$ cat src/rtl/alu_seq_pkg.sv
// Shared types and constants for the ALU/register-file command sequencer.
package alu_seq_pkg;

   localparam int DEFAULT_DATA_W = 8;
   localparam int DEFAULT_ADDR_W = 3;

   typedef enum logic [2:0] {
      IDLE,
      RD1,
      RD2,
      EXEC,
      WB
   } state_t;

   localparam logic [1:0] OP_AND  = 2'b00;
   localparam logic [1:0] OP_OR   = 2'b01;
   localparam logic [1:0] OP_NAND = 2'b10;
   localparam logic [1:0] OP_NOR  = 2'b11;

   localparam logic KIND_ALU  = 1'b0;
   localparam logic KIND_LOAD = 1'b1;

endpackage

$ cat src/rtl/alu_reg_sequencer.sv
// Sequences ALU and LOAD commands over an external register file + ALU datapath:
// read two operands, present them to the ALU, then write the result back.
module alu_reg_sequencer
   import alu_seq_pkg::*;
#(
   parameter int DATA_W = DEFAULT_DATA_W,
   parameter int ADDR_W = DEFAULT_ADDR_W
) (
   input  logic              clk,
   input  logic              reset,
   input  logic              cmd_valid,
   output logic              cmd_ready,
   input  logic              cmd_kind,
   input  logic [1:0]        cmd_op,
   input  logic [ADDR_W-1:0] cmd_src1,
   input  logic [ADDR_W-1:0] cmd_src2,
   input  logic [ADDR_W-1:0] cmd_dst,
   input  logic [DATA_W-1:0] cmd_imm,
   output logic              done,
   output logic [DATA_W-1:0] result,
   output logic [7:0]        cmd_count,
   output logic [DATA_W-1:0] dp_A,
   output logic [DATA_W-1:0] dp_B,
   output logic [1:0]        dp_opcode,
   output logic [ADDR_W-1:0] dp_read_addr,
   output logic [ADDR_W-1:0] dp_write_addr,
   output logic              dp_write_enable,
   input  logic [DATA_W-1:0] dp_read_data,
   input  logic [DATA_W-1:0] dp_alu_result
);

   state_t              state;
   logic [DATA_W-1:0]   opa;
   logic [DATA_W-1:0]   opb;
   logic [1:0]          op_reg;
   logic [ADDR_W-1:0]   src2_reg;
   logic [ADDR_W-1:0]   dst_reg;

   assign cmd_ready = (state == IDLE);

   // Outputs are registered on entry to the state that uses them, so they are
   // already valid for the whole of that state.
   always_ff @(posedge clk or negedge reset) begin
      if (!reset) begin
         state           <= IDLE;
         opa             <= '0;
         opb             <= '0;
         op_reg          <= OP_AND;
         src2_reg        <= '0;
         dst_reg         <= '0;
         done            <= 1'b0;
         result          <= '0;
         cmd_count       <= '0;
         dp_A            <= '0;
         dp_B            <= '0;
         dp_opcode       <= OP_AND;
         dp_read_addr    <= '0;
         dp_write_addr   <= '0;
         dp_write_enable <= 1'b0;
      end else begin
         case (state)
            IDLE: begin
               if (cmd_valid) begin
                  src2_reg <= cmd_src2;
                  dst_reg  <= cmd_dst;
                  if (cmd_kind == KIND_LOAD) begin
                     // imm | imm == imm, so LOAD reuses the ALU write path
                     opa       <= cmd_imm;
                     opb       <= cmd_imm;
                     op_reg    <= OP_OR;
                     dp_A      <= cmd_imm;
                     dp_B      <= cmd_imm;
                     dp_opcode <= OP_OR;
                     state     <= EXEC;
                  end else begin
                     op_reg       <= cmd_op;
                     dp_read_addr <= cmd_src1;
                     state        <= RD1;
                  end
               end
            end
            RD1: begin
               opa          <= dp_read_data;
               dp_read_addr <= src2_reg;
               state        <= RD2;
            end
            RD2: begin
               opb          <= dp_read_data;
               dp_read_addr <= '0;
               dp_A         <= opa;
               dp_B         <= dp_read_data;
               dp_opcode    <= op_reg;
               state        <= EXEC;
            end
            EXEC: begin
               result          <= dp_alu_result;
               dp_write_addr   <= dst_reg;
               dp_write_enable <= 1'b1;
               done            <= 1'b1;
               state           <= WB;
            end
            WB: begin
               dp_write_enable <= 1'b0;
               done            <= 1'b0;
               cmd_count       <= cmd_count + 8'd1;
               state           <= IDLE;
            end
            default: state <= IDLE;
         endcase
      end
   end

endmodule

$ cat config.mk
export PLATFORM = sky130hd
export DESIGN_NAME = alu_reg_sequencer
export DESIGN_NICKNAME = d
export VERILOG_FILES = /design/src/rtl/alu_seq_pkg.sv /design/src/rtl/alu_reg_sequencer.sv
export SDC_FILE = /design/constraint.sdc
export NUM_CORES = 1
export LEC_CHECK = 0
export CELL_PAD_IN_SITES_DETAIL_PLACEMENT = 1
export CELL_PAD_IN_SITES_GLOBAL_PLACEMENT = 1
export CORE_ASPECT_RATIO = 1.25
export CORE_MARGIN = 5
export CORE_UTILIZATION = 39
export DETAILED_ROUTE_END_ITERATION = 16
export PLACE_DENSITY_LB_ADDON = 0.08
export SYNTH_ARGS = -nofsm -noshare
export SYNTH_HDL_FRONTEND = slang
export SYNTH_SLANG_ARGS = --single-unit
$ cat constraint.sdc
create_clock -name clk -period 3 [get_ports clk]
set_clock_uncertainty 0.2 [all_clocks]
set_input_delay 0.45 -clock clk [delete_from_list [all_inputs] [get_ports clk]]
set_output_delay 0.45 -clock clk [all_outputs]
set_load 0.01 [all_outputs]
Yosys cells after proc, flatten, opt, wreduce, memory -nomap -nowiden:

Cells that the tools add are included.

* bits in registers: 60
* output and inout port bits: 43

* $add $sub $neg: 1
* eq/ne operators: 7
* multiplexer cells: 16
* reductions and logical operators: 9

Operators by type and width (count)
* case mux 8 bit (2 select lines): 3
* two-way mux 8 bit: 2
* case mux 3 bit (4 select lines): 1
* two-way mux 3 bit: 3
* case mux 3 bit (3 select lines): 1
* AND reduction 3 bit: 3
* adder 8 x 1 -> 8 bit, second input constant: 1
* two-way mux 2 bit: 4
* == test 3 x 2 -> 1 bit, second input constant: 2
* nonzero test 2 bit: 3
* inequality test 2 bit, second input constant: 2
* case mux 2 bit (2 select lines): 1
* == test 3 x 1 -> 1 bit, second input constant: 1
* == test 3 bit, second input constant: 1
* zero test 3 bit: 1
* nonzero test 3 bit: 1
* inequality test 2 x 1 -> 1 bit, second input constant: 1
* case mux 1 bit (2 select lines): 1
* AND reduction 2 bit: 1

Depth between registers and ports, before layout:

* depth after elaboration: 3
* gate-level depth with buffers: 5
* gate-level depth less buffers: 3

Least setup slack after synthesis:

OpenSTA, ideal clock, no wires.

* kind: reg-to-reg
* from: reg state[2]
* to: reg dp_A[0]
* arrival: 1463 ps
* required time: 2677 ps
* path slack: 1215 ps
* cell stages (with the launch flop): 6
* period minus slack after synthesis: 1785 ps
* cell sequence: dfrtp_1 -> buf_6 -> or3_1 -> buf_2 -> or3_1 -> o221a_2

* word-level cells in the longest chain between the ends: 3
* elaborated cells between the ends (all ways): 7
* those cells by class: eq/ne (3); mux (1); reduce/logical (3)

Ends and longest elaborated chain
* from (decl): RTL line alu_reg_sequencer.sv:32 `state_t state;`
* from (signal assigned): RTL line alu_reg_sequencer.sv:45 `state <= IDLE;`
* from (signal assigned): RTL line alu_reg_sequencer.sv:74 `state <= EXEC;`
* from (signal assigned): RTL line alu_reg_sequencer.sv:78 `state <= RD1;`
* zero test 3 bit / == test 3 x 2 -> 1 bit (equally long branches): RTL line alu_reg_sequencer.sv:61 `case (state)`
* inequality test 2 x 1 -> 1 bit (no line), or another cell as far along
* AND reduction 3 bit (no line)
* to (signal assigned): RTL line alu_reg_sequencer.sv:71 `dp_A <= cmd_imm;`
* to (signal assigned): RTL line alu_reg_sequencer.sv:90 `dp_A <= opa;`
* to (decl): RTL line alu_reg_sequencer.sv:22 `output logic [DATA_W-1:0] dp_A,`

Parallel ways exist; a longest one is shown, timed or not.
A chain may end at the register's enable or synchronous reset.

Worst setup path after layout:

* from: reg state[2]
* to: out cmd_ready

* word-level cells in the longest chain between the ends: 1

Ends and longest elaborated chain
* zero test 3 bit: RTL line alu_reg_sequencer.sv:39 `assign cmd_ready = (state == IDLE);`
* to (decl): RTL line alu_reg_sequencer.sv:12 `output logic cmd_ready,`

No other way between the ends.

==> results.env <==
STATUS='finished, final reports clean'
START_UTIL_PCT=39.6
DP_SLACK_PS=655
WORSTSETUPSTARTPOINT='state[2]'
FINALWORSTPATHREQUIREDPERIOD_PS=2690
REMAINING_DRC_ERRORS=0
POWER_DENSITY_nW_PER_UM2=1100
SYNTHDISTINCTLIBCELLS=31
MAXSLEWVIOLCOUNT=0
NUMBER_OF_HOLD_VIOLATIONS_IN_THE_FINAL_REPORT=0
DETAIL_ROUTE.WIRELENGTH_UM=6070
TOTAL_POWER_mW=4.06
YS.FLOP_TYPE='sky130_fd_sc_hd__dfrtp_1'
SYN2LAYOUT_AREA_GROWTH_PCT=44.0
DIODES=0
POSTSYNTHAREAPERCELL_UM2=13.7
FP.DIEH_UM=101
CTSLONGESTPATHBUFFERS=2
POST_CTS_SETUP_BUFFERS=0
YOSYS_REGISTER_BITS=60
CRITICAL-PATH-MAX-STAGE-DELAY_PS=560
PORT_BUFFERS=81
DESIGN.CORE.AREA_UM2=6480
SHARE_OF_THE_SYNTHESIZED_NETLIST_AREA_TAKEN_BY_XOR_AND_XNOR_GATES_PCT=2.39
FINALWORSTSETUPSLACK_PS=314
PATH_MAX_FANOUT=10
TIMING.RR.START='state[2]'
NORMALIZED_MAX_SLEW_MARGIN_PCT=43.5
YOSYSWARNINGS=0
FILLER_CELL_COUNT=669
FLOORPLAN.DIE.WIDTH_UM=82.6
VDD_DROP_MAX_V=0.000461
MULTIINPUTGATEAREA_UM2=982
CTS_INSERTED_BUFFERS=9
CP.REQUIRED_PS=2350
FP.DIEAREA_UM2=8320
FRACTION_OF_THE_MAPPED_NETLIST_AREA_IN_COMPOUND_GATES_PCT=11.9
CRITICAL_PATH_ARRIVAL_PS=2040
MIN_PATH_TYPE='in2async'
SYNTH-SIMPLE-AREA-SHARE_PCT=8.53
DRTANTENNAVIOLNETS=0
CLKLATENCYLATEPIN_PS=330
FF2FF_PATH_DEPTH=3
REG2REG_SLACK_PS=1040
POST_CTS_CLOCK_SLEW_AT_THE_LAUNCH_AND_CAPTURE_REGISTERS_OF_THE_WORST_SETUP_AND_HOLD_PATHS_PS=70
TIMING.CRITICAL_PATH.SLOWEST_STAGE_CELL='sky130_fd_sc_hd__or3_1'
SYNTH.LARGEST_AREA_CELL='sky130_fd_sc_hd__dfrtp_1'
YOSYS-TOP-CELLS-AREA='sky130_fd_sc_hd__dfrtp_1 58%, sky130_fd_sc_hd__mux2_2 15%, sky130_fd_sc_hd__o221a_1 3.5%'
CTS_HTREE_LEVELS=3
GRT_SETUP_UNREPAIRED='false'
ROUTEDWLPERCELL_UM=16.5
PART_OF_THE_CYCLE_THE_WORST_PATH_NEEDS_PCT=89.5
MAXIMUM_NUMBER_OF_PINS_ON_ONE_NET_BEFORE_GLOBAL_ROUTE_REPAIR=38
SYN-NUM-NETS=228
CTS_HOLD_REPAIR.BUFFERS=0
LARGEST_FAMILY_OF_LOGIC_CELLS_BY_SYNTHESIZED_AREA='multiplexers'
COUNT_OF_CELLS_RESIZED_BY_POST_CTS_REPAIR=0
GRT_FIRST_PASS_WIRELENGTH_UM=10100
LAYOUT.NETS=315
POST_SYNTH_INSTANCE_AREA_UM2=2570
FLOORPLAN.ROWS=33
TRITONCTS_NUM_SINKS=60
WORSTPATHCELLLIST='or3_1, inv_1, clkdlybuf4s50_1'
ROOT_DRIVER='sky130_fd_sc_hd__clkbuf_8'
WORSTSETUPPATHTYPE='reg2out'
WORSTMARGINPINSLEW_PS=848
ASYNCSETRESETFLOPFRACSYNTH_PCT=100
GP_CONGESTION=0.729
SYNTH_ADDER_AREA_SHARE_PCT=0.487
CP-START-KIND='flip-flop'
FIRST_ITER_VIOLATIONS=37
SYNTH_COMMON_CELLS='60 x sky130_fd_sc_hd__dfrtp_1, 34 x sky130_fd_sc_hd__mux2_2, 9 x sky130_fd_sc_hd__or3_1'
LEAKAGE_nW=1.50
FINAL-INSTANCE-COUNT-EXCL-FILL=367
SYNTH.MUX.AREA_FRACTION_PCT=14.9
INITIAL_ANTENNA_VIOLATION_COUNT=0
NUM_VIAS=1856
GLOBALROUTEOVERFLOWTOTAL=0
SYNTHCELLS=188
FLOORPLAN.IO_PINS=82
WORST_SETUP_PATH_END_KIND='output pin'
COUNT_OF_FLIP_FLOPS_WITH_A_BUILT_IN_ENABLE_AFTER_SYNTHESIS=0
DRTPASS1ITERATIONS=4
FRACTION_OF_LAYOUT_CELLS_WITH_A_SIZE_SUFFIX_ABOVE_1_PCT=24.6
FIN_TNS_SETUP_PS=0
MAX_FREQ_MHz=372
ESTIMATED_WIRELENGTH_OF_THE_DETAIL_PLACED_DESIGN_UM=4470
GROUTE.USAGE.OVERALL_PCT=16.1
CTS_TREE='done'
MAX-CAP-VIOLATIONS=0
SETUP-VIOLATIONS-FINAL=0
VIAS_IN_THE_FIRST_GLOBAL_ROUTE=2055
AREA.SEQUENTIAL_UM2=1500
SYNTH.MOST_COMMON_CELL='sky130_fd_sc_hd__dfrtp_1'
YS_SEQ_AREA_SHARE_PCT=58.5
SYNTHDOMINANTCELLAREASHARE_PCT=58.5
TIMING.RR.END='dp_B[2]'
DPL.CELL_COUNT=351
ROUTE.DETAILED.VIAS_PER_INST=5.06
layout make-up:
| cell class | count | area share (%) |
|---|---|---|
| Clock buffer | 12 | 4.47 |
| Clock inverter | 4 | 1.90 |
| Inverter | 7 | 0.711 |
| Multi-Input combinational cell | 111 | 26.6 |
| Sequential cell | 60 | 40.6 |
| Tap cell | 87 | 2.94 |
| Timing Repair Buffer | 86 | 22.8 |
worst max-delay path: cells and delay by family (launching register included):
family | cells | cell delay, ps
buffers and inverters | 2 | 630
and+or+nand+nor | 1 | 560
DFF | 1 | 520
how the worst max path moves through the flow:
stage | end | slack [ps] | cells after the start
floorplan | dp_A[0] | 1210 | 5
global placement | cmd_ready | 670 | 3
detailed placement | cmd_ready | 650 | 3
CTS | cmd_ready | 260 | 3
global route | cmd_ready | 180 | 3
finish | cmd_ready | 310 | 3
layer usage:
layer | track usage, % | wire length, um
met1 | 20.2 | 2570
met2 | 25.8 | 3060
met5 | 0 | 0
met4 | 5.66 | 70
met3 | 5.37 | 370
cell families (layout without fill, tap and decap cells):
kind of cell / Yosys count / after routing
adders and majority gates: 1 / 1
AOI/OAI and AO/OA: 36 / 36
buffers and inverters: 17 / 109
and+or+nand+nor: 33 / 33
DFF: 60 / 60
xor gates and xnor gates: 7 / 7
muxes: 34 / 34
power by group:
| part | internal [mW] | leakage [nW] | switching, mW |
|---|---|---|---|
| Sequential | 1.19 | 0.705 | 0.234 |
| Combinational | 1.05 | 0.675 | 0.746 |
| Clock | 0.533 | 0.122 | 0.311 |
| Total | 2.77 | 1.50 | 1.29 |
cells in the final DEF, fill, tap and decap left out, types with 2 or more instances in the layout:
| cell | instances |
|---|---|
| sky130_fd_sc_hd__a21oi_1 | 6 |
| sky130_fd_sc_hd__a32oi_1 | 3 |
| sky130_fd_sc_hd__and3_1 | 2 |
| sky130_fd_sc_hd__buf_4 | 5 |
| sky130_fd_sc_hd__bufinv_16 | 2 |
| sky130_fd_sc_hd__clkbuf_8 | 12 |
| sky130_fd_sc_hd__clkdlybuf4s50_1 | 80 |
| sky130_fd_sc_hd__clkinv_2 | 2 |
| sky130_fd_sc_hd__dfrtp_1 | 60 |
| sky130_fd_sc_hd__inv_1 | 7 |
| sky130_fd_sc_hd__mux2_2 | 34 |
| sky130_fd_sc_hd__nand2_1 | 7 |
| sky130_fd_sc_hd__nand3b_1 | 2 |
| sky130_fd_sc_hd__nand4_1 | 4 |
| sky130_fd_sc_hd__nor2_1 | 4 |
| sky130_fd_sc_hd__o21ai_0 | 6 |
| sky130_fd_sc_hd__o221a_1 | 8 |
| sky130_fd_sc_hd__o221a_2 | 8 |
| sky130_fd_sc_hd__or3_1 | 9 |
| sky130_fd_sc_hd__xnor2_1 | 6 |
per-stage QoR:
stage	hold slack (ps)	area (um^2)	utilization [%]
3_5_place_dp	265	3460	53.4
5_1_grt	69.1	3700	57.0
6_report	17.0	3700	57.0
2_1_floorplan	-45.6	2570	-
3_3_place_gp	264	3460	53.4
4_1_cts	13.8	3700	57.0
Power figures use the tool's default switching activity.
